==> config.mk <==
export PLATFORM = sky130hd
export DESIGN_NAME = nes_controller_responder_flat
export DESIGN_NICKNAME = d
export VERILOG_FILES = /design/src/rtl/nes_pkg.sv /design/src/rtl/nes_controller_responder_if.sv /design/src/rtl/nes_sync_edge.sv /design/src/rtl/nes_controller_responder.sv /design/src/flat_wrapper.sv
export SDC_FILE = /design/constraint.sdc
export NUM_CORES = 1
export LEC_CHECK = 0
export CAP_MARGIN = 15
export CORE_MARGIN = 2
export CORE_UTILIZATION = 57
export CTS_BUF_LIST = sky130_fd_sc_hd__clkbuf_2 sky130_fd_sc_hd__clkbuf_4 sky130_fd_sc_hd__clkbuf_8
export DETAILED_ROUTE_END_ITERATION = 12
export GPL_ROUTABILITY_DRIVEN = 0
export PLACE_DENSITY = 0.86
export SLEW_MARGIN = 20
export SYNTH_ARGS = -nofsm -noshare
export SYNTH_HDL_FRONTEND = slang
export SYNTH_SLANG_ARGS = --single-unit
==> constraint.sdc <==
create_clock -name clock_12MHz -period 3.9 [get_ports clock_12MHz]
set_clock_uncertainty 0.15 [all_clocks]
set_input_delay 0.975 -clock clock_12MHz [delete_from_list [all_inputs] [get_ports clock_12MHz]]
set_output_delay 0.975 -clock clock_12MHz [all_outputs]
set_load 0.05 [all_outputs]
==> src/rtl/nes_pkg.sv <==
// Shared NES pad definitions: responder FSM states and button bit positions.
// Used by both the controller responder and the console-side receiver.
package nes_pkg;

    typedef enum logic [1:0] {
        IDLE,
        LOAD,
        SHIFT,
        DONE
    } nes_resp_state_t;

    // Position of each button in the parallel word; bit 7 is sent first.
    localparam int BTN_A      = 7;
    localparam int BTN_B      = 6;
    localparam int BTN_SELECT = 5;
    localparam int BTN_START  = 4;
    localparam int BTN_UP     = 3;
    localparam int BTN_DOWN   = 2;
    localparam int BTN_LEFT   = 1;
    localparam int BTN_RIGHT  = 0;

    localparam int NES_WIDTH = 8;

endpackage

==> src/rtl/nes_controller_responder_if.sv <==
// NES connector pins: console drives latch/pulse, pad answers on data.
// master = console side, slave = pad (responder) side.
interface nes_controller_responder_if;

    logic nes_latch;
    logic nes_pulse;
    logic nes_data;

    modport master (
        output nes_latch,
        output nes_pulse,
        input  nes_data
    );

    modport slave (
        input  nes_latch,
        input  nes_pulse,
        output nes_data
    );

endinterface

==> src/rtl/nes_sync_edge.sv <==
// Synchroniser for an asynchronous pin plus a prev flop for edge detection.
// Ports: clk, rst (async high), i_pin; o_level, o_rise, o_fall (all synchronous).
module nes_sync_edge #(
    parameter int SYNC_STAGES = 2
) (
    input  logic clk,
    input  logic rst,
    input  logic i_pin,
    output logic o_level,
    output logic o_rise,
    output logic o_fall
);

    logic [SYNC_STAGES-1:0] r_sync;
    logic                   r_prev;

    always_ff @(posedge clk or posedge rst) begin
        if (rst) begin
            r_sync <= '0;
            r_prev <= 1'b0;
        end else begin
            r_sync <= {r_sync[SYNC_STAGES-2:0], i_pin};
            r_prev <= r_sync[SYNC_STAGES-1];
        end
    end

    assign o_level = r_sync[SYNC_STAGES-1];
    assign o_rise  = r_sync[SYNC_STAGES-1] & ~r_prev;
    assign o_fall  = ~r_sync[SYNC_STAGES-1] & r_prev;

endmodule

==> src/rtl/nes_controller_responder.sv <==
// Emulates the 4021 shift register in an NES pad: latch loads buttons, pulse shifts.
// Ports: clock_12MHz, reset, nes (latch/pulse/data pins), buttons, bit_index, frame_done, busy.
module nes_controller_responder
    import nes_pkg::*;
#(
    parameter  int WIDTH       = NES_WIDTH,
    parameter  int SYNC_STAGES = 2,
    localparam int IW          = $clog2(WIDTH + 1)
) (
    input  logic                   clock_12MHz,
    input  logic                   reset,
    nes_controller_responder_if.slave nes,
    input  logic [WIDTH-1:0]       buttons,
    output logic [IW-1:0]          bit_index,
    output logic                   frame_done,
    output logic                   busy
);

    logic w_latch_level;
    logic w_latch_rise;
    logic w_latch_fall;
    logic w_pulse_level;
    logic w_pulse_rise;
    logic w_pulse_fall;
    logic w_unused;

    nes_sync_edge #(.SYNC_STAGES(SYNC_STAGES)) u_latch_sync (
        .clk     (clock_12MHz),
        .rst     (reset),
        .i_pin   (nes.nes_latch),
        .o_level (w_latch_level),
        .o_rise  (w_latch_rise),
        .o_fall  (w_latch_fall)
    );

    nes_sync_edge #(.SYNC_STAGES(SYNC_STAGES)) u_pulse_sync (
        .clk     (clock_12MHz),
        .rst     (reset),
        .i_pin   (nes.nes_pulse),
        .o_level (w_pulse_level),
        .o_rise  (w_pulse_rise),
        .o_fall  (w_pulse_fall)
    );

    // Only the pulse rising edge matters to the shifter.
    assign w_unused = &{1'b0, w_pulse_level, w_pulse_fall};

    nes_resp_state_t  r_state;
    logic [WIDTH-1:0] r_shift;
    logic [IW-1:0]    r_bit_index;
    logic             r_frame_done;
    logic [IW-1:0]    w_idx_next;

    assign w_idx_next = r_bit_index + IW'(1);

    always_ff @(posedge clock_12MHz or posedge reset) begin
        if (reset) begin
            r_state      <= IDLE;
            r_shift      <= '0;
            r_bit_index  <= '0;
            r_frame_done <= 1'b0;
        end else begin
            r_frame_done <= 1'b0;
            unique case (r_state)
                IDLE: begin
                    if (w_latch_level) begin
                        r_state     <= LOAD;
                        r_shift     <= buttons;
                        r_bit_index <= '0;
                    end
                end
                LOAD: begin
                    // Transparent load while latch is held, like the 4021.
                    r_shift     <= buttons;
                    r_bit_index <= '0;
                    if (w_latch_fall) begin
                        r_state <= SHIFT;
                    end
                end
                SHIFT: begin
                    // A latch rise aborts the frame and beats a coincident pulse.
                    if (w_latch_rise) begin
                        r_state     <= LOAD;
                        r_shift     <= buttons;
                        r_bit_index <= '0;
                    end else if (w_pulse_rise) begin
                        r_shift     <= {r_shift[WIDTH-2:0], 1'b0};
                        r_bit_index <= w_idx_next;
                        if (w_idx_next == IW'(WIDTH)) begin
                            r_state      <= DONE;
                            r_frame_done <= 1'b1;
                        end
                    end
                end
                DONE: begin
                    // Zeros keep shifting in, so data stays high; index saturates.
                    if (w_latch_rise) begin
                        r_state     <= LOAD;
                        r_shift     <= buttons;
                        r_bit_index <= '0;
                    end else if (w_pulse_rise) begin
                        r_shift <= {r_shift[WIDTH-2:0], 1'b0};
                    end
                end
            endcase
        end
    end

    assign nes.nes_data = ~r_shift[WIDTH-1];
    assign bit_index    = r_bit_index;
    assign frame_done   = r_frame_done;
    assign busy         = (r_state == LOAD) || (r_state == SHIFT);

endmodule

==> src/flat_wrapper.sv <==
// flat-port wrapper written by rule: the top's interface ports become plain ports
module nes_controller_responder_flat import nes_pkg::*;
#(
    parameter  int WIDTH       = NES_WIDTH,
    parameter  int SYNC_STAGES = 2,
    localparam int IW          = $clog2(WIDTH + 1)
)
  (clock_12MHz, reset, buttons, bit_index, frame_done, busy, nes_nes_latch, nes_nes_pulse, nes_nes_data);
  nes_controller_responder_if nes_i ();
  input  logic clock_12MHz;
  input  logic reset;
  input  logic [WIDTH-1:0] buttons;
  output logic [IW-1:0] bit_index;
  output logic frame_done;
  output logic busy;
  input wire logic [$bits(nes_i.nes_latch)-1:0] nes_nes_latch;
  input wire logic [$bits(nes_i.nes_pulse)-1:0] nes_nes_pulse;
  output wire logic [$bits(nes_i.nes_data)-1:0] nes_nes_data;
  assign nes_i.nes_latch = nes_nes_latch;
  assign nes_i.nes_pulse = nes_nes_pulse;
  assign nes_nes_data = nes_i.nes_data;
  nes_controller_responder #(.WIDTH(WIDTH), .SYNC_STAGES(SYNC_STAGES)) u_core (.clock_12MHz(clock_12MHz), .reset(reset), .nes(nes_i), .buttons(buttons), .bit_index(bit_index), .frame_done(frame_done), .busy(busy));
endmodule
# --- Word level (Yosys, flattened, before mapping) ---
# Cells that the tools add are included.
op_classes:
  n_addsub: 1
  eq_ne: 10
  n_mux: 20
  bitwise: 7
  n_reduce_logical: 6
op_table:
  columns: ["cell", "count"]
  rows:
  - ["$mux W8", 3]
  - ["$pmux W8 S3", 1]
  - ["$mux W4", 4]
  - ["$pmux W4 S4", 1]
  - ["$mux W2", 6]
  - ["$pmux W2 S4", 1]
  - ["$ne A2 B2 Y1 const B", 3]
  - ["$reduce_and A5 Y1", 1]
  - ["$add A4 B1 Y4 const B", 1]
  - ["$eq A2 B2 Y1 const B", 2]
  - ["$eq A4 B4 Y1 const B", 1]
  - ["$mux W1", 4]
  - ["$not A1 Y1", 4]
  - ["$and A1 B1 Y1", 3]
  - ["$ne A3 B1 Y1 const B", 1]
  - ["$ne A3 B2 Y1 const B", 1]
  - ["$ne A3 B3 Y1 const B", 1]
  - ["$reduce_and A3 Y1", 1]
  - ["$eq A2 B1 Y1 const B", 1]
  - ["$logic_not A2 Y1", 1]
  - ["$reduce_and A2 Y1", 1]
  - ["$reduce_or A2 Y1", 1]
  - ["$logic_or A1 B1 Y1", 1]
word_totals:
  register_bits: 21
  inputBits: 12
  out_inout_bits: 7
  elab_cells: 52

# --- Depth between registers and ports, before layout ---
# Gate-level depths: netlist of the first run.
logic_depth:
  depth_word: 6
  depth_mapped: 7
  ltp_nobuf: 6

# --- Modules after synthesis ---
# Synthesis of the first run repeated with hierarchy kept, for this count alone.
hier_totals:
  cells_unflattened: 93
  area_unflattened_um2: 1021.0
modules_own_cells:
  columns: ["mod", "n_inst", "cells_per_inst", "area_each_um2", "seq_area_each_um2"]
  rows:
  - ["nes_controller_responder", 1, 81, 833.3, 375.4]
  - ["nes_sync_edge", 2, 6, 93.8, 75.1]

# --- Least setup slack after synthesis of the first run ---
# No wires, ideal clock.
synth_path:
  path_type: "reg-to-output"
  from: "register u_core.r_state[0]"
  to: "output port busy"
  arrival_time_ps: 1002
  required_ps: 2775
  setup_slack_ps: 1773
  stages_incl_launch_ff: 3
  path_buffers: 0
  cell_sequence: "dfrtp_1 inv_1 ha_1"
synth_via:
  elab_chain_cells: 2
  word_cells_on_any_way: 3
  cone_classes: "eq/ne (2); reduce/logical (1)"
synth_lines:
  columns: ["element", "line", "source"]
  rows:
  - ["start, declared", "nes_controller_responder.sv:48", "nes_resp_state_t r_state;"]
  - ["start signal, assigned", "nes_controller_responder.sv:58", "r_state <= IDLE;"]
  - ["start signal, assigned", "nes_controller_responder.sv:67", "r_state <= LOAD;"]
  - ["start signal, assigned", "nes_controller_responder.sv:77", "r_state <= SHIFT;"]
  - ["$eq A2 B1 Y1 / $eq A2 B2 Y1 (equally long branches)", "nes_controller_responder.sv:112", "assign busy = (r_state == LOAD) || (r_state == SHIFT);"]
  - ["$logic_or A1 B1 Y1 *", "nes_controller_responder.sv:112", null]
  - ["end, declared", "flat_wrapper.sv:15", "output logic busy;"]
# Mark *: on every way between the ends. The rest lies on a longest branch, timed or not.

# --- Worst setup path after layout of the first run ---
# Same ends and word-level chain as after synthesis.

==> results of run 1 <==
[registers in the layout (all words and copies together) (netlist names)]
| name | count |
|---|---|
| u_core.bit_index | 4 |
| u_core.frame_done | 1 |
| u_core.r_shift | 8 |
| u_core.r_state | 2 |
| u_core.u_latch_sync.r_prev | 1 |
| u_core.u_latch_sync.r_sync | 2 |
| u_core.u_pulse_sync.r_prev | 1 |
| u_core.u_pulse_sync.r_sync | 2 |
[worst reg2reg max path: cells and delay by family (launching register included)]
family	cells	cell delay (ns)
mux	1	0.21
compound gates	1	0.28
fa+ha+maj	1	0.24
simple gates	1	0.55
flops	1	0.42
buf+inv	1	0.10
[logic make-up after synthesis]
logic type | Yosys count
compound gates | 29
flops | 21
simple gates | 20
fa+ha+maj | 6
buf+inv | 7
mux | 3
[report_power, final]
group,leakage (nW),internal (mW),switching (mW)
Clock,0.0177,0.0381,0.0646
Sequential,0.255,0.274,0.0344
Combinational,0.285,0.160,0.204
Total,0.557,0.472,0.303
[metal layers]
metal / vias to the layer above / track usage / wire length (um)
li1: 359 / - / -
met1: 368 / 0.261 / 846
met2: 16 / 0.333 / 888
met3: 2 / 0.0353 / 73
met4: 0 / 0.0686 / 21
met5: - / 0 / 0
[final timing paths]
path | to
setup / recovery | busy
hold / removal | u_core.u_latch_sync.r_sync[1]
setup reg to reg | u_core.r_state[0]
hold reg to reg | u_core.u_latch_sync.r_sync[1]
max in group asynchronous | u_core.bit_index[2]
min in group asynchronous | u_core.r_shift[7]
[cell usage in the layout, fill, tap and decap left out, types with 5 or more instances in the layout]
cell type        count
dfrtp_1             21
clkdlybuf4s50_1     18
o22ai_1              7
a2bb2oi_1            7
ha_1                 6
inv_1                5
o21ai_0              5
[cell type report]
class,instances,area [um^2],share of cell area
clock buffers,3,22.5,0.0184
clock inverters,1,5.00,0.00408
inverters,5,18.8,0.0153
multi-input cells,58,453,0.369
flip-flops and latches,21,526,0.429
well taps,17,21.3,0.0173
repair buffers,18,180,0.147
[through the flow]
stage / hold WS [ns] / power [mW]
floorplan: 0.181 / 0.596
global placement: 0.182 / 0.658
detailed placement: 0.195 / 0.677
CTS: 0.223 / 0.780
global route: 0.229 / 0.828
finish: 0.220 / 0.775
==> results.sh, run 1 <==
export IMPL_status="finished clean"
export IMPL_layoutNonFillerInstCount=123
export IMPL_reg2reg_from="u_core.r_state[0]"
export IMPL_crit_chain="inv_1 > ha_1 > clkdlybuf4s50_1"
export IMPL_antenna_found_initial=0
export IMPL_crit_path_start_kind="flop"
export IMPL_synthArstFlopShare=1.00
export IMPL_rsz0062_at_grt="no"
export IMPL_fin_crit_sh=0.781
export IMPL_drive_gt1_frac=0.0660
export IMPL_postCtsSetupBuffers=0
export IMPL_coreArea_um2=1690
export IMPL_io_pins=19
export IMPL_grt_pass1_vias=720
export IMPL_avgSynthCellArea_um2=11.8
export IMPL_placementRows=15
export IMPL_path_buf_inv=2
export IMPL_criticalPathCategory="reg2out"
export IMPL_grt_first_pass_wirelength_um=3040
export IMPL_tightestPinTransition_ns=0.766
export IMPL_ys_seq_elements=21
export IMPL_n_antenna_cell=0
export IMPL_grtUsageTotal=0.200
export IMPL_ys_warnings_count=0
export IMPL_crit_start="u_core.r_state[0]"
export IMPL_dieArea_um2=2130
export IMPL_start_util=0.599
export IMPL_yosysMostFrequentCell="dfrtp_1"
export IMPL_worstHoldStart="u_core.u_latch_sync.r_sync[0]"
export IMPL_max_cap_viol_count=0
export IMPL_numClockSinks=21
export IMPL_synth_mux_area_frac=0.0309
export IMPL_synth_top_cell_area_share=0.519
export IMPL_syn_inst=86
export IMPL_nets=125
export IMPL_hold_violations=0
export IMPL_cellLeakagePower_nw=0.557
export IMPL_synth_simple_area_share=0.122
export IMPL_synth_edf_count=0
export IMPL_clk_path_buf_depth=2
export IMPL_dpl_worst_slack_ns=1.20
export IMPL_synth_xor_area_share=0
export IMPL_cp_arrival_ns=1.92
export IMPL_synthAdderAreaFrac=0.0742
export IMPL_via_per_inst=6.06
export IMPL_slowest_delay_ns=0.80
export IMPL_htreeDepth=1
export IMPL_setup_worst_path_end_class="output port"
export IMPL_drt_iter0_drc=10
export IMPL_grt_max_degree=22
export IMPL_reg2regPathDepth=5
export IMPL_period_minus_slack_ns=3.05
export IMPL_setup_tns_ns=0
export IMPL_drt_total_wl_um=1830
export IMPL_ff2ff_setup_slack_ns=1.88
export IMPL_vdd_drop_max_mv=0.509
export IMPL_clkLatencyLatePin_ns=0.29
export IMPL_crit_family="buffers and inverters"
export IMPL_placed_area_um2=1200
export IMPL_fillers=125
export IMPL_vias=745
export IMPL_cts_root_buf="clkbuf_4"
export IMPL_area_growth_synth_to_final_pct=21.1
export IMPL_setup_viol=0
export IMPL_worst_path_max_delay_cell="clkdlybuf4s50_1"
export IMPL_drv_slew=0
export IMPL_postLayoutCellArea_um2=1230
export IMPL_crit_fanout=4
export IMPL_synth_top_family_by_area="compound AO/OA/AOI/OAI gates"
export IMPL_ant_nets=0
export IMPL_hold_depth=0
export IMPL_drc_errors=0
export IMPL_fin_util=0.726
export IMPL_routedWlPerCell_um=14.9
export IMPL_slew_headroom=0.489
export IMPL_fp_dieH_um=46.1
export IMPL_cts_buffers=3
export IMPL_synth_compound_area_frac=0.220
export IMPL_grt_overflow_total=0
export IMPL_synth_fp_nets=104
export IMPL_worstPathRequired_ns=2.77
export IMPL_cp_depth=3
export IMPL_dr_pass1_iters=4
export IMPL_synth_area_um2=1010
export IMPL_synthDistinctLibCells=31
export IMPL_min_path_type="reg2reg"
export IMPL_fp_dieW_um=46.1
export IMPL_power_density_nw_per_um2=632
export IMPL_synth_largest_area_cell="dfrtp_1"
export IMPL_clkTransAtPathRegs_ns=0.12
export IMPL_max_freq_mhz=328
export IMPL_synth_ff_type="dfrtp_1"
export IMPL_cts_tree="built"
export IMPL_hpwl_um=1350
export IMPL_fin_ws_ns=0.855
export IMPL_postCtsHoldBufs=0
export IMPL_place_inst=119
export IMPL_io_buffer_count=18
export IMPL_ys_seq_area_frac=0.519
export IMPL_synth_common_cells="21 x dfrtp_1, 7 x a2bb2oi_1, 7 x o22ai_1"
export IMPL_cts_resized=0
export IMPL_synth_area_leaders="dfrtp_1 52%, ha_1 7.4%, a2bb2oi_1 6.1%, o22ai_1 4.3%, o21ai_0 2.5%"
No activity file was read; power rests on OpenSTA's default activity.
==> inputs of run 2 (changes only) <==
--- a/config.mk
+++ b/config.mk
@@ -7,11 +7,11 @@
 export LEC_CHECK = 0
 export CAP_MARGIN = 15
 export CORE_MARGIN = 2
-export CORE_UTILIZATION = 57
+export CORE_UTILIZATION = 53
 export CTS_BUF_LIST = sky130_fd_sc_hd__clkbuf_2 sky130_fd_sc_hd__clkbuf_4 sky130_fd_sc_hd__clkbuf_8
 export DETAILED_ROUTE_END_ITERATION = 12
 export GPL_ROUTABILITY_DRIVEN = 0
-export PLACE_DENSITY = 0.86
+export PLACE_DENSITY = 0.81
 export SLEW_MARGIN = 20
 export SYNTH_ARGS = -nofsm -noshare
 export SYNTH_HDL_FRONTEND = slang
==> constraint.sdc (replaced) <==
create_clock -name clock_12MHz -period 2.9 [get_ports clock_12MHz]
set_clock_uncertainty 0.15 [all_clocks]
set_input_delay 0.725 -clock clock_12MHz [delete_from_list [all_inputs] [get_ports clock_12MHz]]
set_output_delay 0.725 -clock clock_12MHz [all_outputs]
set_load 0.05 [all_outputs]
==> run 2 against run 1 <==
Clock power up 35%; sequential power is 34% higher; sequential share of layout area down 0.35 points; via count down 3.4%; critical endpoint unchanged; highest routed layer unchanged.
==> results.sh, run 2 (synthesis results as in run 1) <==
export IMPL_status="finished clean"
export IMPL_pwr_share_clk=0.134
export IMPL_tightestPinTransition_ns=0.744
export IMPL_fin_crit_sh=0.963
export IMPL_cp_arrival_ns=1.92
export IMPL_fin_ws_ns=0.107
export IMPL_setup_viol=0
export IMPL_drt_total_wl_um=1750
export IMPL_clkLatencyLatePin_ns=0.30
export IMPL_cts_tree="built"
export IMPL_setup_tns_ns=0
export IMPL_cts_buffers=3
export IMPL_placementRows=15
export IMPL_fin_util=0.701
export IMPL_cellLeakagePower_nw=0.557
export IMPL_p_seq_frac=0.397
export IMPL_clkTransAtPathRegs_ns=0.12
export IMPL_grt_first_pass_wirelength_um=2920
export IMPL_drt_iter0_drc=9
export IMPL_dr_pass1_iters=4
export IMPL_nets=125
export IMPL_grt_max_degree=22
export IMPL_crit_path_start_kind="flop"
export IMPL_slew_headroom=0.503
export IMPL_slowest_delay_ns=0.80
export IMPL_switching_share=0.390
export IMPL_fillers=153
export IMPL_place_inst=127
export IMPL_dpl_worst_slack_ns=0.451
export IMPL_period_minus_slack_ns=2.79
export IMPL_postCtsSetupBuffers=0
export IMPL_hold_violations=0
export IMPL_clk_path_buf_depth=2
export IMPL_worst_path_max_delay_cell="clkdlybuf4s50_1"
export IMPL_cts_root_buf="clkbuf_4"
export IMPL_pwr_share_comb=0.469
export IMPL_worstPathRequired_ns=2.03
export IMPL_numClockSinks=21
export IMPL_layoutNonFillerInstCount=131
export IMPL_fp_dieH_um=47.7
export IMPL_vias=720
export IMPL_layout_commonest_cell="dfrtp_1"
export IMPL_antenna_found_initial=0
export IMPL_crit_chain="inv_1 > ha_1 > clkdlybuf4s50_1"
export IMPL_via_per_inst=5.50
export IMPL_area_growth_synth_to_final_pct=22.1
export IMPL_htreeDepth=1
export IMPL_hpwl_um=1300
export IMPL_max_cap_viol_count=0
export IMPL_vdd_drop_max_mv=0.664
export IMPL_whs_ns=0.210
export IMPL_cts_resized=0
export IMPL_drv_slew=0
export IMPL_n_antenna_cell=0
export IMPL_placed_area_um2=1210
export IMPL_grtUsageTotal=0.184
export IMPL_min_path_type="reg2reg"
export IMPL_fp_dieW_um=47.7
export IMPL_power_total_mw=1.04
export IMPL_setup_worst_path_end_class="output port"
export IMPL_most_common_layout_cells="21 x dfrtp_1, 18 x clkdlybuf4s50_1, 7 x o22ai_1, 7 x a2bb2oi_1, 6 x ha_1"
export IMPL_coreArea_um2=1760
export IMPL_p_int_uw=634
export IMPL_power_density_nw_per_um2=840
export IMPL_start_util=0.574
export IMPL_largest_reg_flops=8
export IMPL_reg2regPathDepth=5
export IMPL_hold_depth=0
export IMPL_postLayoutCellArea_um2=1240
export IMPL_ant_nets=0
export IMPL_routedWlPerCell_um=13.4
export IMPL_grt_overflow_total=0
export IMPL_drive_gt1_frac=0.0660
export IMPL_crit_fanout=4
export IMPL_criticalPathCategory="reg2out"
export IMPL_rsz0062_at_grt="no"
export IMPL_drc_errors=0
export IMPL_postCtsHoldBufs=0
export IMPL_io_buffer_count=18
export IMPL_dieArea_um2=2280
export IMPL_io_pins=19
export IMPL_max_freq_mhz=358
export IMPL_regMostFlops="u_core.r_shift"
export IMPL_power_switching_uw=405
export IMPL_grt_pass1_vias=656
run 2: final timing paths:
path                                                    start                            end  slack, ns
worst max-delay path                        u_core.r_state[0]                           busy       0.11
worst min-delay path            u_core.u_pulse_sync.r_sync[0]  u_core.u_pulse_sync.r_sync[1]       0.21
worst max register to register              u_core.r_state[0]              u_core.r_state[0]       0.89
worst min register to register  u_core.u_pulse_sync.r_sync[0]  u_core.u_pulse_sync.r_sync[1]       0.21
min in group asynchronous                               reset            u_core.bit_index[3]       0.70
max in group asynchronous                               reset              u_core.r_shift[2]       1.43
run 2: metal layers:
layer,track usage,wire length (um),vias up
met5,0,0,-
met2,0.280,809,12
met1,0.269,849,350
li1,-,-,356
met3,0.0377,78,2
met4,0.0486,14,0
run 2: power by group through the flow:
stage          clock [mW]  sequential, mW  combinational [mW]
6_report            0.139           0.412               0.487
4_1_cts             0.139           0.413               0.490
2_1_floorplan           0           0.413               0.388
5_1_grt             0.156           0.421               0.532
3_5_place_dp            0           0.419               0.486
3_3_place_gp            0           0.414               0.472
run 2: area by class of cell:
cell class                      count  area, um^2  area share
Timing Repair Buffer               18         180       0.146
Inverter                            5        18.8      0.0152
Clock inverter                      1        5.00     0.00405
Clock buffer                        3        22.5      0.0182
Sequential cell                    21         526       0.425
Multi-Input combinational cell     58         453       0.366
Tap cell                           25        31.3      0.0253
run 2: critical path, delay by kind of cell, from the launching register on:
kind,cells,cell delay [ns]
adders and majority gates,1,0.30
DFF,1,0.42
buffers and inverters,2,0.90
==> inputs of run 3 (changes only) <==
--- a/config.mk
+++ b/config.mk
@@ -7,11 +7,11 @@
 export LEC_CHECK = 0
 export CAP_MARGIN = 15
 export CORE_MARGIN = 2
-export CORE_UTILIZATION = 53
+export CORE_UTILIZATION = 48
 export CTS_BUF_LIST = sky130_fd_sc_hd__clkbuf_2 sky130_fd_sc_hd__clkbuf_4 sky130_fd_sc_hd__clkbuf_8
 export DETAILED_ROUTE_END_ITERATION = 12
 export GPL_ROUTABILITY_DRIVEN = 0
-export PLACE_DENSITY = 0.81
+export PLACE_DENSITY = 0.77
 export SLEW_MARGIN = 20
 export SYNTH_ARGS = -nofsm -noshare
 export SYNTH_HDL_FRONTEND = slang
==> constraint.sdc (replaced) <==
create_clock -name clock_12MHz -period 2.3 [get_ports clock_12MHz]
set_clock_uncertainty 0.15 [all_clocks]
set_input_delay 0.575 -clock clock_12MHz [delete_from_list [all_inputs] [get_ports clock_12MHz]]
set_output_delay 0.575 -clock clock_12MHz [all_outputs]
set_load 0.05 [all_outputs]
==> run 3 against run 2 <==
Core utilization fell by 6.7 points; sequential power grew 27%; clock power is 29% higher; global-route usage down 1.1 points; sequential share of layout area down 0.68 points; critical path type unchanged; non-clock buffer count up 1; register-to-register slack got worse by 0.56 ns; hold slack improved by 0.0022 ns; critical endpoint is now frame_done.
==> results.sh, run 3 (synthesis results as in run 1) <==
export IMPL_reg2regPathDepth=6
export IMPL_power_density_nw_per_um2=1090
export IMPL_cts_root_buf="clkbuf_4"
export IMPL_postCtsHoldBufs=0
export IMPL_cp_depth=1
export IMPL_grtUsageTotal=0.173
export IMPL_worstPathRequired_ns=1.57
export IMPL_placementRows=16
export IMPL_htreeDepth=1
export IMPL_dr_pass1_iters=4
export IMPL_ff2ff_setup_slack_ns=0.33
export IMPL_setup_worst_path_end_class="output port"
export IMPL_area_growth_synth_to_final_pct=24.1
export IMPL_via_per_inst=5.47
export IMPL_status="finished clean"
export IMPL_max_freq_mhz=464
export IMPL_cellLeakagePower_nw=0.599
export IMPL_io_buffer_count=18
export IMPL_fin_crit_sh=0.937
export IMPL_most_common_layout_cells="21 x dfrtp_1, 12 x clkdlybuf4s50_1, 7 x o22ai_1, 7 x a2bb2oi_1, 6 x ha_1"
export IMPL_grt_max_degree=22
export IMPL_routedWlPerCell_um=14.2
export IMPL_crit_family="buffers and inverters"
export IMPL_crit_path_start_kind="flop"
export IMPL_fp_dieH_um=49.9
export IMPL_regMostFlops="u_core.r_shift"
export IMPL_antenna_found_initial=0
export IMPL_vdd_drop_max_mv=0.519
export IMPL_clkLatencyLatePin_ns=0.30
export IMPL_cp_arrival_ns=1.43
export IMPL_numClockSinks=21
export IMPL_largest_reg_flops=8
export IMPL_crit_chain="clkdlybuf4s50_1"
export IMPL_clk_path_buf_depth=2
export IMPL_criticalPathCategory="reg2out"
export IMPL_setup_viol=0
export IMPL_worst_path_max_delay_cell="clkdlybuf4s50_1"
export IMPL_whs_ns=0.212
export IMPL_min_path_type="reg2reg"
export IMPL_layoutNonFillerInstCount=134
export IMPL_drv_slew=0
export IMPL_start_util=0.511
export IMPL_clkTransAtPathRegs_ns=0.12
export IMPL_hold_violations=0
export IMPL_fillers=162
export IMPL_crit_start="u_core.frame_done"
export IMPL_coreArea_um2=1980
export IMPL_cts_buffers=3
export IMPL_path_buf_inv=1
export IMPL_drc_errors=0
export IMPL_grt_first_pass_wirelength_um=3260
export IMPL_place_inst=130
export IMPL_drt_iter0_drc=4
export IMPL_hpwl_um=1410
export IMPL_slowest_delay_ns=0.79
export IMPL_drive_gt1_frac=0.112
export IMPL_r2r_end="u_core.r_shift[7]"
export IMPL_nets=126
export IMPL_max_cap_viol_count=0
export IMPL_crit_fanout=1
export IMPL_drt_total_wl_um=1910
export IMPL_setup_tns_ns=0
export IMPL_cts_tree="built"
export IMPL_n_antenna_cell=0
export IMPL_vias=733
export IMPL_reg2reg_from="u_core.r_state[0]"
export IMPL_fp_dieW_um=49.9
export IMPL_slew_headroom=0.665
export IMPL_rsz0062_at_grt="no"
export IMPL_layout_commonest_cell="dfrtp_1"
export IMPL_endpoint="frame_done"
export IMPL_io_pins=19
export IMPL_cts_resized=0
export IMPL_ant_nets=0
export IMPL_grt_pass1_vias=707
export IMPL_period_minus_slack_ns=2.16
export IMPL_grt_overflow_total=0
export IMPL_postCtsSetupBuffers=0
export IMPL_dieArea_um2=2490
export IMPL_tightestPinTransition_ns=0.501
run 3: layout make-up:
type                            instances  area, um^2  share of cell area
Sequential cell                        21         526               0.418
Multi-Input combinational cell         58         453               0.361
Timing Repair Buffer                   19         195               0.155
Tap cell                               27        33.8              0.0269
Clock buffer                            3        22.5              0.0179
Inverter                                5        18.8              0.0149
Clock inverter                          1        7.51             0.00598
run 3: power breakdown:
group          internal (mW)  switching (mW)  total, mW
Clock                 0.0660           0.114      0.180
Sequential             0.464          0.0577      0.522
Combinational          0.307           0.357      0.664
run 3: worst min path at each step:
| stage | from | to | cells past startpoint |
|---|---|---|---|
| final | u_core.u_latch_sync.r_sync[0] | u_core.u_latch_sync.r_sync[1] | 0 |
| after global routing | u_core.u_latch_sync.r_sync[0] | u_core.u_latch_sync.r_sync[1] | 0 |
| after CTS | u_core.u_latch_sync.r_sync[0] | u_core.u_latch_sync.r_sync[1] | 0 |
| after detailed placement | u_core.u_latch_sync.r_sync[0] | u_core.u_latch_sync.r_sync[1] | 0 |
| after global placement | u_core.u_latch_sync.r_sync[0] | u_core.u_latch_sync.r_sync[1] | 0 |
| after floorplan | u_core.u_latch_sync.r_sync[0] | u_core.u_latch_sync.r_sync[1] | 0 |
run 3: metrics by stage:
| stage | area, um^2 | power, mW | setup WS (ns) | util |
|---|---|---|---|---|
| 3_5_place_dp | 1220 | 1.20 | 0.306 | 0.616 |
| 2_1_floorplan | 1010 | 1.01 | 0.484 | - |
| 3_3_place_gp | 1220 | 1.17 | 0.387 | 0.616 |
| 6_report | 1260 | 1.37 | 0.145 | 0.634 |
| 4_1_cts | 1250 | 1.39 | 0.00190 | 0.631 |
| 5_1_grt | 1260 | 1.46 | 0.106 | 0.634 |
run 3: layer usage:
metal | GRT usage | wire (um) | share of wire
met1 | 0.234 | 919 | 0.48
met2 | 0.269 | 899 | 0.47
met3 | 0.0424 | 76 | 0.040
met4 | 0.0648 | 13 | 0.0068
met5 | 0 | 0 | 0
